$ cat src/rtl/pwm_multi_unit_if.sv
// Configuration and status bundle between the register/control side and
// the multi-channel PWM generator. Clock and reset stay outside the bundle.
interface pwm_multi_unit_if #(
    parameter int WIDTH    = 8,
    parameter int CHANNELS = 4
);
    // Control and staged configuration, driven by the register side
    logic                      pwm_en;
    logic                      pwm_update;
    logic                      pwm_center;
    logic [WIDTH-1:0]          pwm_range;
    logic [CHANNELS*WIDTH-1:0] pwm_value;
    logic [CHANNELS-1:0]       pwm_polarity;

    // Status and PWM outputs, driven by the generator
    logic                      pwm_pending;
    logic                      pwm_period;
    logic [WIDTH-1:0]          pwm_count;
    logic [CHANNELS-1:0]       pwm_out;

    modport master (
        output pwm_en,
        output pwm_update,
        output pwm_center,
        output pwm_range,
        output pwm_value,
        output pwm_polarity,
        input  pwm_pending,
        input  pwm_period,
        input  pwm_count,
        input  pwm_out
    );

    modport slave (
        input  pwm_en,
        input  pwm_update,
        input  pwm_center,
        input  pwm_range,
        input  pwm_value,
        input  pwm_polarity,
        output pwm_pending,
        output pwm_period,
        output pwm_count,
        output pwm_out
    );
endinterface

$ cat src/rtl/pwm_multi_unit.sv
// Multi-channel PWM generator. One shared period counter (sawtooth or
// triangle) feeds CHANNELS duty comparators. Configuration is written into
// a staging copy and only copied into the active copy on a period boundary,
// so a running period is never disturbed by a register write.
module pwm_multi_unit #(
    parameter int WIDTH    = 8,
    parameter int CHANNELS = 4
) (
    input  logic              pwm_clk,
    input  logic              pwm_reset,
    pwm_multi_unit_if.slave   bus
);

    typedef enum logic [0:0] {
        DIR_UP   = 1'b0,
        DIR_DOWN = 1'b1
    } dir_e;

    localparam logic [WIDTH-1:0]          CNT_ZERO  = {WIDTH{1'b0}};
    localparam logic [WIDTH-1:0]          CNT_ONE   = {{(WIDTH-1){1'b0}}, 1'b1};
    localparam logic [WIDTH-1:0]          RANGE_RST = {WIDTH{1'b1}};
    localparam logic [CHANNELS*WIDTH-1:0] VALUE_RST = {(CHANNELS*WIDTH){1'b0}};
    localparam logic [CHANNELS-1:0]       POL_RST   = {CHANNELS{1'b0}};

    // Counter and direction
    logic [WIDTH-1:0]          count_q,      count_d;
    dir_e                      dir_q,        dir_d;
    logic                      boundary_s;

    // Active configuration (what the comparators use right now)
    logic [WIDTH-1:0]          range_q,      range_d;
    logic [CHANNELS*WIDTH-1:0] value_q,      value_d;
    logic [CHANNELS-1:0]       pol_q,        pol_d;
    logic                      center_q,     center_d;

    // Staged configuration (waits for the next boundary)
    logic [WIDTH-1:0]          stg_range_q,  stg_range_d;
    logic [CHANNELS*WIDTH-1:0] stg_value_q,  stg_value_d;
    logic [CHANNELS-1:0]       stg_pol_q,    stg_pol_d;
    logic                      stg_center_q, stg_center_d;
    logic                      pending_q,    pending_d;

    // Registered outputs
    logic                      period_q,     period_d;
    logic [CHANNELS-1:0]       out_q,        out_d;
    logic [CHANNELS-1:0]       raw_s;

    // Counter sequencing: sawtooth or triangle, plus period boundary detect
    always_comb begin
        count_d = count_q;
        dir_d   = dir_q;
        if (!bus.pwm_en) begin
            count_d = count_q;
            dir_d   = dir_q;
        end else if (range_q == CNT_ZERO) begin
            // Degenerate range: counter parks at zero, every cycle is a boundary
            count_d = CNT_ZERO;
            dir_d   = DIR_UP;
        end else if (!center_q) begin
            if (count_q < range_q) begin
                count_d = count_q + CNT_ONE;
            end else begin
                count_d = CNT_ZERO;
            end
            dir_d = DIR_UP;
        end else begin
            case (dir_q)
                DIR_UP: begin
                    if (count_q < range_q) begin
                        count_d = count_q + CNT_ONE;
                    end else begin
                        // Peak reached: turn around without repeating R
                        count_d = range_q - CNT_ONE;
                        dir_d   = DIR_DOWN;
                    end
                end
                DIR_DOWN: begin
                    if (count_q > CNT_ONE) begin
                        count_d = count_q - CNT_ONE;
                    end else begin
                        count_d = CNT_ZERO;
                    end
                end
                default: begin
                    count_d = CNT_ZERO;
                    dir_d   = DIR_UP;
                end
            endcase
        end

        boundary_s = bus.pwm_en && (count_d == CNT_ZERO);
        if (boundary_s) begin
            dir_d = DIR_UP;
        end else begin
            dir_d = dir_d;
        end
    end

    // Staging capture and boundary-time transfer into the active configuration
    always_comb begin
        range_d      = range_q;
        value_d      = value_q;
        pol_d        = pol_q;
        center_d     = center_q;
        stg_range_d  = stg_range_q;
        stg_value_d  = stg_value_q;
        stg_pol_d    = stg_pol_q;
        stg_center_d = stg_center_q;
        pending_d    = pending_q;

        // The boundary consumes whatever was staged before this cycle's strobe
        if (boundary_s && pending_q) begin
            range_d   = stg_range_q;
            value_d   = stg_value_q;
            pol_d     = stg_pol_q;
            center_d  = stg_center_q;
            pending_d = 1'b0;
        end else begin
            pending_d = pending_q;
        end

        // A strobe always lands in staging and leaves something pending
        if (bus.pwm_update) begin
            stg_range_d  = bus.pwm_range;
            stg_value_d  = bus.pwm_value;
            stg_pol_d    = bus.pwm_polarity;
            stg_center_d = bus.pwm_center;
            pending_d    = 1'b1;
        end else begin
            stg_range_d  = stg_range_q;
        end
    end

    // Duty comparison on the active configuration and output level selection
    always_comb begin
        raw_s = {CHANNELS{1'b0}};
        for (int i = 0; i < CHANNELS; i++) begin
            raw_s[i] = (value_q[i*WIDTH +: WIDTH] > count_q);
        end
        if (bus.pwm_en) begin
            out_d = pol_q ^ raw_s;
        end else begin
            // Counting stopped: drive the idle level
            out_d = pol_q;
        end
        period_d = boundary_s;
    end

    // State register; reset wins over every other update
    always_ff @(posedge pwm_clk) begin
        if (pwm_reset) begin
            count_q      <= CNT_ZERO;
            dir_q        <= DIR_UP;
            range_q      <= RANGE_RST;
            value_q      <= VALUE_RST;
            pol_q        <= POL_RST;
            center_q     <= 1'b0;
            stg_range_q  <= RANGE_RST;
            stg_value_q  <= VALUE_RST;
            stg_pol_q    <= POL_RST;
            stg_center_q <= 1'b0;
            pending_q    <= 1'b0;
            period_q     <= 1'b0;
            out_q        <= POL_RST;
        end else begin
            count_q      <= count_d;
            dir_q        <= dir_d;
            range_q      <= range_d;
            value_q      <= value_d;
            pol_q        <= pol_d;
            center_q     <= center_d;
            stg_range_q  <= stg_range_d;
            stg_value_q  <= stg_value_d;
            stg_pol_q    <= stg_pol_d;
            stg_center_q <= stg_center_d;
            pending_q    <= pending_d;
            period_q     <= period_d;
            out_q        <= out_d;
        end
    end

    assign bus.pwm_count   = count_q;
    assign bus.pwm_pending = pending_q;
    assign bus.pwm_period  = period_q;
    assign bus.pwm_out     = out_q;

endmodule

$ cat src/flat_wrapper.sv
// flat-port wrapper written by rule: the top's interface ports become plain ports
module pwm_multi_unit_flat 
#(
    parameter int WIDTH    = 8,
    parameter int CHANNELS = 4
)
  (pwm_clk, pwm_reset, bus_pwm_en, bus_pwm_update, bus_pwm_center, bus_pwm_range, bus_pwm_value, bus_pwm_polarity, bus_pwm_pending, bus_pwm_period, bus_pwm_count, bus_pwm_out);
  pwm_multi_unit_if #(.WIDTH(WIDTH), .CHANNELS(CHANNELS)) bus_i ();
  input  logic pwm_clk;
  input  logic pwm_reset;
  input wire logic [$bits(bus_i.pwm_en)-1:0] bus_pwm_en;
  input wire logic [$bits(bus_i.pwm_update)-1:0] bus_pwm_update;
  input wire logic [$bits(bus_i.pwm_center)-1:0] bus_pwm_center;
  input wire logic [$bits(bus_i.pwm_range)-1:0] bus_pwm_range;
  input wire logic [$bits(bus_i.pwm_value)-1:0] bus_pwm_value;
  input wire logic [$bits(bus_i.pwm_polarity)-1:0] bus_pwm_polarity;
  output wire logic [$bits(bus_i.pwm_pending)-1:0] bus_pwm_pending;
  output wire logic [$bits(bus_i.pwm_period)-1:0] bus_pwm_period;
  output wire logic [$bits(bus_i.pwm_count)-1:0] bus_pwm_count;
  output wire logic [$bits(bus_i.pwm_out)-1:0] bus_pwm_out;
  assign bus_i.pwm_en = bus_pwm_en;
  assign bus_i.pwm_update = bus_pwm_update;
  assign bus_i.pwm_center = bus_pwm_center;
  assign bus_i.pwm_range = bus_pwm_range;
  assign bus_i.pwm_value = bus_pwm_value;
  assign bus_i.pwm_polarity = bus_pwm_polarity;
  assign bus_pwm_pending = bus_i.pwm_pending;
  assign bus_pwm_period = bus_i.pwm_period;
  assign bus_pwm_count = bus_i.pwm_count;
  assign bus_pwm_out = bus_i.pwm_out;
  pwm_multi_unit #(.WIDTH(WIDTH), .CHANNELS(CHANNELS)) u_core (.pwm_clk(pwm_clk), .pwm_reset(pwm_reset), .bus(bus_i));
endmodule
$ cat config.mk
export PLATFORM = sky130hd
export DESIGN_NAME = pwm_multi_unit_flat
export DESIGN_NICKNAME = d
export VERILOG_FILES = /design/src/rtl/pwm_multi_unit_if.sv /design/src/rtl/pwm_multi_unit.sv /design/src/flat_wrapper.sv
export SDC_FILE = /design/constraint.sdc
export NUM_CORES = 1
export LEC_CHECK = 0
export BUFFER_PORTS_ARGS = -buffer_cell sky130_fd_sc_hd__buf_2
export CAP_MARGIN = 20
export CORE_UTILIZATION = 55
export CTS_BUF_LIST = sky130_fd_sc_hd__clkbuf_2
export CTS_CLUSTER_SIZE = 40
export DETAILED_ROUTE_END_ITERATION = 10
export GPL_ROUTABILITY_DRIVEN = 0
export PLACE_DENSITY = 0.76
export SYNTH_ARGS = -nofsm -noshare
export SYNTH_HDL_FRONTEND = slang
export SYNTH_SLANG_ARGS = --single-unit
$ cat constraint.sdc
create_clock -name pwm_clk -period 5.9 [get_ports pwm_clk]
set_input_delay 0.59 -clock pwm_clk [delete_from_list [all_inputs] [get_ports pwm_clk]]
set_output_delay 0.59 -clock pwm_clk [all_outputs]
set_load 0.005 [all_outputs]
==> metrics.csv <==
metric,value,unit
yosysUniqueCellTypes,51,
hold_path_class,input port to flop,
ff2ff_path_depth,9,
synth_seq_area_share,36.78,%
p_total,1.262,mW
dp.cells,777,
setup_viol,0,
drive_gt1_share,13.33,%
drt_iter0_drc,246,
avgSynthCellArea,9.278,µm²
clk_pin_slew,0.26,ns
synth_common_cells,"105 x dfxtp_1, 79 x mux2i_1, 76 x nand2b_1, 71 x nor2_1, 44 x ha_1",
die_h,103.9,µm
vdd_drop_max,0.1750,mV
hpwl,8521,µm
port_buffers,62,
max_freq,0.2577,GHz
worstSkewPairLatency,0.63,ns
die_area,0.01080,mm²
min_to,u_core.stg_range_q[1]$_SDFFE_PP1P_,
period_share,65.77,%
cts_buffer_depth,2,
synth_edf_count,0,
yosysMostFrequentCell,dfxtp_1,
postRouteAntennaNets,0,
cts_buffers,9,
cts_tree,done,
endpoint_kind,flop,
fin_setup_tns,0,ns
worst_path_largest_cell_delay,0.84,ns
cts_hold_buf,0,
cp.buffers_inverters,1,
drc_errors,0,
grt_setup_unrepaired,false,
cts-htree-levels,3,
vias_per_cell,5.729,
path_max_fanout,45,
synth_warnings,0,
synth_top_cell_by_area,dfxtp_1,
p_per_area,205.1,mW/mm²
path_class,flop to flop,
switching_share,27.07,%
path_cells,ha_1 > nand2_1 > o21ai_0 > a311oi_1 > a31oi_1 > nand4_1 > nor3_4 > buf_4 > mux2i_1,
required,6.47,ns
antenna_cells,0,
synth-main-ff-cell,dfxtp_1,
seq_area,0.002102,mm²
drt_pre_antenna_iters,5,
critPathSlowestCell,o21ai_0,
switching_power,341.5,µW
synth_top_cell_area_share,36.78,%
netlist_area,0.005715,mm²
first_global_vias,4368,
avgRoutedWirePerCell,15.63,µm
min_from,bus_pwm_range[1],
vias,4543,
globalRouteTotalUtil,23.86,%
place_ws,2.196,ns
core,0.009910,mm²
area_growth,7.618,%
leakagePower,2.654,nW
crit_family,compound AO/OA/AOI/OAI gates,
hold_viol,0,
finalMaxSlewViolations,0,
fin_ws,2.020,ns
post-route-min-period,3.880,ns
r2r-end,u_core.pol_q[2]$_SDFFE_PP0P_,
rows,36,
cts_root_buf,clkbuf_2,
ioPinCount,63,
p_seq_share,60.1,%
finalNonFillerCells,793,
intPower,920.2,µW
whs,0.1530,ns
cts_setup_buffers,0,
combPwrFrac,13.2,%
start_util,57.68,%
cts.sinks,105,
dieWidth,103.9,µm
antenna_found_initial,0,
synth_area_leaders,"dfxtp_1 37%, mux2i_1 14%, ha_1 9.6%",
fill_cells,863,
hold_depth,2,
utilization,62.07,%
startpoint_type,flop,
regToRegSetupSlack,2.02,ns
cp_data_arrival_time,4.45,ns
syn_inst,616,
slew_headroom,27.11,%
p_clk_share,26.7,%
routed_wl,12390,µm
placed_cell_area,0.006040,mm²
async_flop_share,0,%
grt_max_degree,84,
worst_pin_slew,1.082,ns
ys_ff_latch,105,
clock_skew,0.02616,ns
layout.nets,748,
grt_overflow,0,
multi_input_area,0.003353,mm²
synth_nets,709,
outcome,completed,
maxCapViolations,0,
grt_pass1_wl,20670,µm
crit-reg2reg-launch,u_core.bus.pwm_count[6]$_SDFF_PP0_,
postLayoutCellArea,0.006151,mm²
cts.repair.resized,0,
## worst max path at each step
| stage | start | end | slack (ns) | cells past startpoint |
|---|---|---|---|---|
| after floorplan | u_core.range_q[2]$_SDFFE_PP1P_ | u_core.value_q[0]$_SDFFE_PP0P_ | 2.94 | 13 |
| final | u_core.bus.pwm_count[6]$_SDFF_PP0_ | u_core.pol_q[2]$_SDFFE_PP0P_ | 2.02 | 9 |
| after global routing | u_core.bus.pwm_count[0]$_SDFF_PP0_ | u_core.value_q[22]$_SDFFE_PP0P_ | 1.83 | 9 |
| after CTS | u_core.bus.pwm_count[0]$_SDFF_PP0_ | u_core.pol_q[2]$_SDFFE_PP0P_ | 2.16 | 9 |
| after global placement | u_core.bus.pwm_count[0]$_SDFF_PP0_ | u_core.range_q[5]$_SDFFE_PP1P_ | 2.28 | 9 |
| after detailed placement | u_core.bus.pwm_count[0]$_SDFF_PP0_ | u_core.value_q[22]$_SDFFE_PP0P_ | 2.20 | 9 |
## state kept, by name, summed over array words and instances, names as in the netlist
| register | count |
|---|---|
| u_core.stg_center_q | 1 |
| u_core.stg_range_q | 8 |
| u_core.dir_q | 1 |
| u_core.range_q | 8 |
| u_core.bus.pwm_pending | 1 |
| u_core.stg_value_q | 32 |
| u_core.pol_q | 4 |
| u_core.bus.pwm_count | 8 |
| u_core.value_q | 32 |
| u_core.bus.pwm_period | 1 |
| u_core.stg_pol_q | 4 |
| u_core.bus.pwm_out | 4 |
| u_core.center_q | 1 |
## cells by family after synthesis
family          after synthesis  synth area share (%)
compound gates               96                 12.19
xor+xnor                     14                 2.145
simple gates                219                 20.75
buf+inv                      59                 4.663
mux                          79                 13.84
flops                       105                 36.78
fa+ha+maj                    44                 9.632
## layout make-up
cell class	count	share of cell area, %
multi-input combinational	452	54.52
sequential	105	34.17
timing repair buffer	65	5.452
tap	133	2.705
inverter	22	1.343
clock inverter	5	0.9154
clock buffer	11	0.8950
## power by group through the flow
stage	registers (mW)	logic [mW]	clock network, mW
2_1_floorplan	0.765	0.124	0
3_3_place_gp	0.770	0.160	0
3_5_place_dp	0.771	0.166	0
4_1_cts	0.758	0.167	0.350
5_1_grt	0.762	0.186	0.379
6_report	0.758	0.167	0.337
## layout by cell type, fill, tap and decap left out, types with 4 or more instances in the layout
cell type / netlist / routed
o31ai_1: 5 / 5
a21o_1: 8 / 8
a21oi_1: 20 / 20
inv_1: 22 / 22
dfxtp_1: 105 / 105
clkbuf_2: 0 / 11
nor2_1: 71 / 71
or4_1: 7 / 7
xor2_1: 5 / 5
buf_2: 0 / 61
nand2_1: 10 / 10
buf_4: 0 / 4
mux2i_1: 79 / 79
a211o_1: 9 / 9
o211ai_1: 4 / 4
nand3_1: 9 / 9
ha_1: 44 / 44
nor3_1: 7 / 7
nor2b_1: 13 / 13
o21ai_0: 18 / 18
nand4_1: 12 / 12
xnor2_1: 9 / 9
nand2b_1: 76 / 76
## per-layer routing
metal,wire (µm),vias to the layer above,global-route usage (%),part of all wire [%]
li1,-,2246,-,-
met4,471,0,12.55,3.8
met3,856,39,6.266,6.9
met1,5517,2079,30.81,45
met2,5547,179,36.48,45
met5,0,-,0,0
No activity file was read; power rests on OpenSTA's default activity.
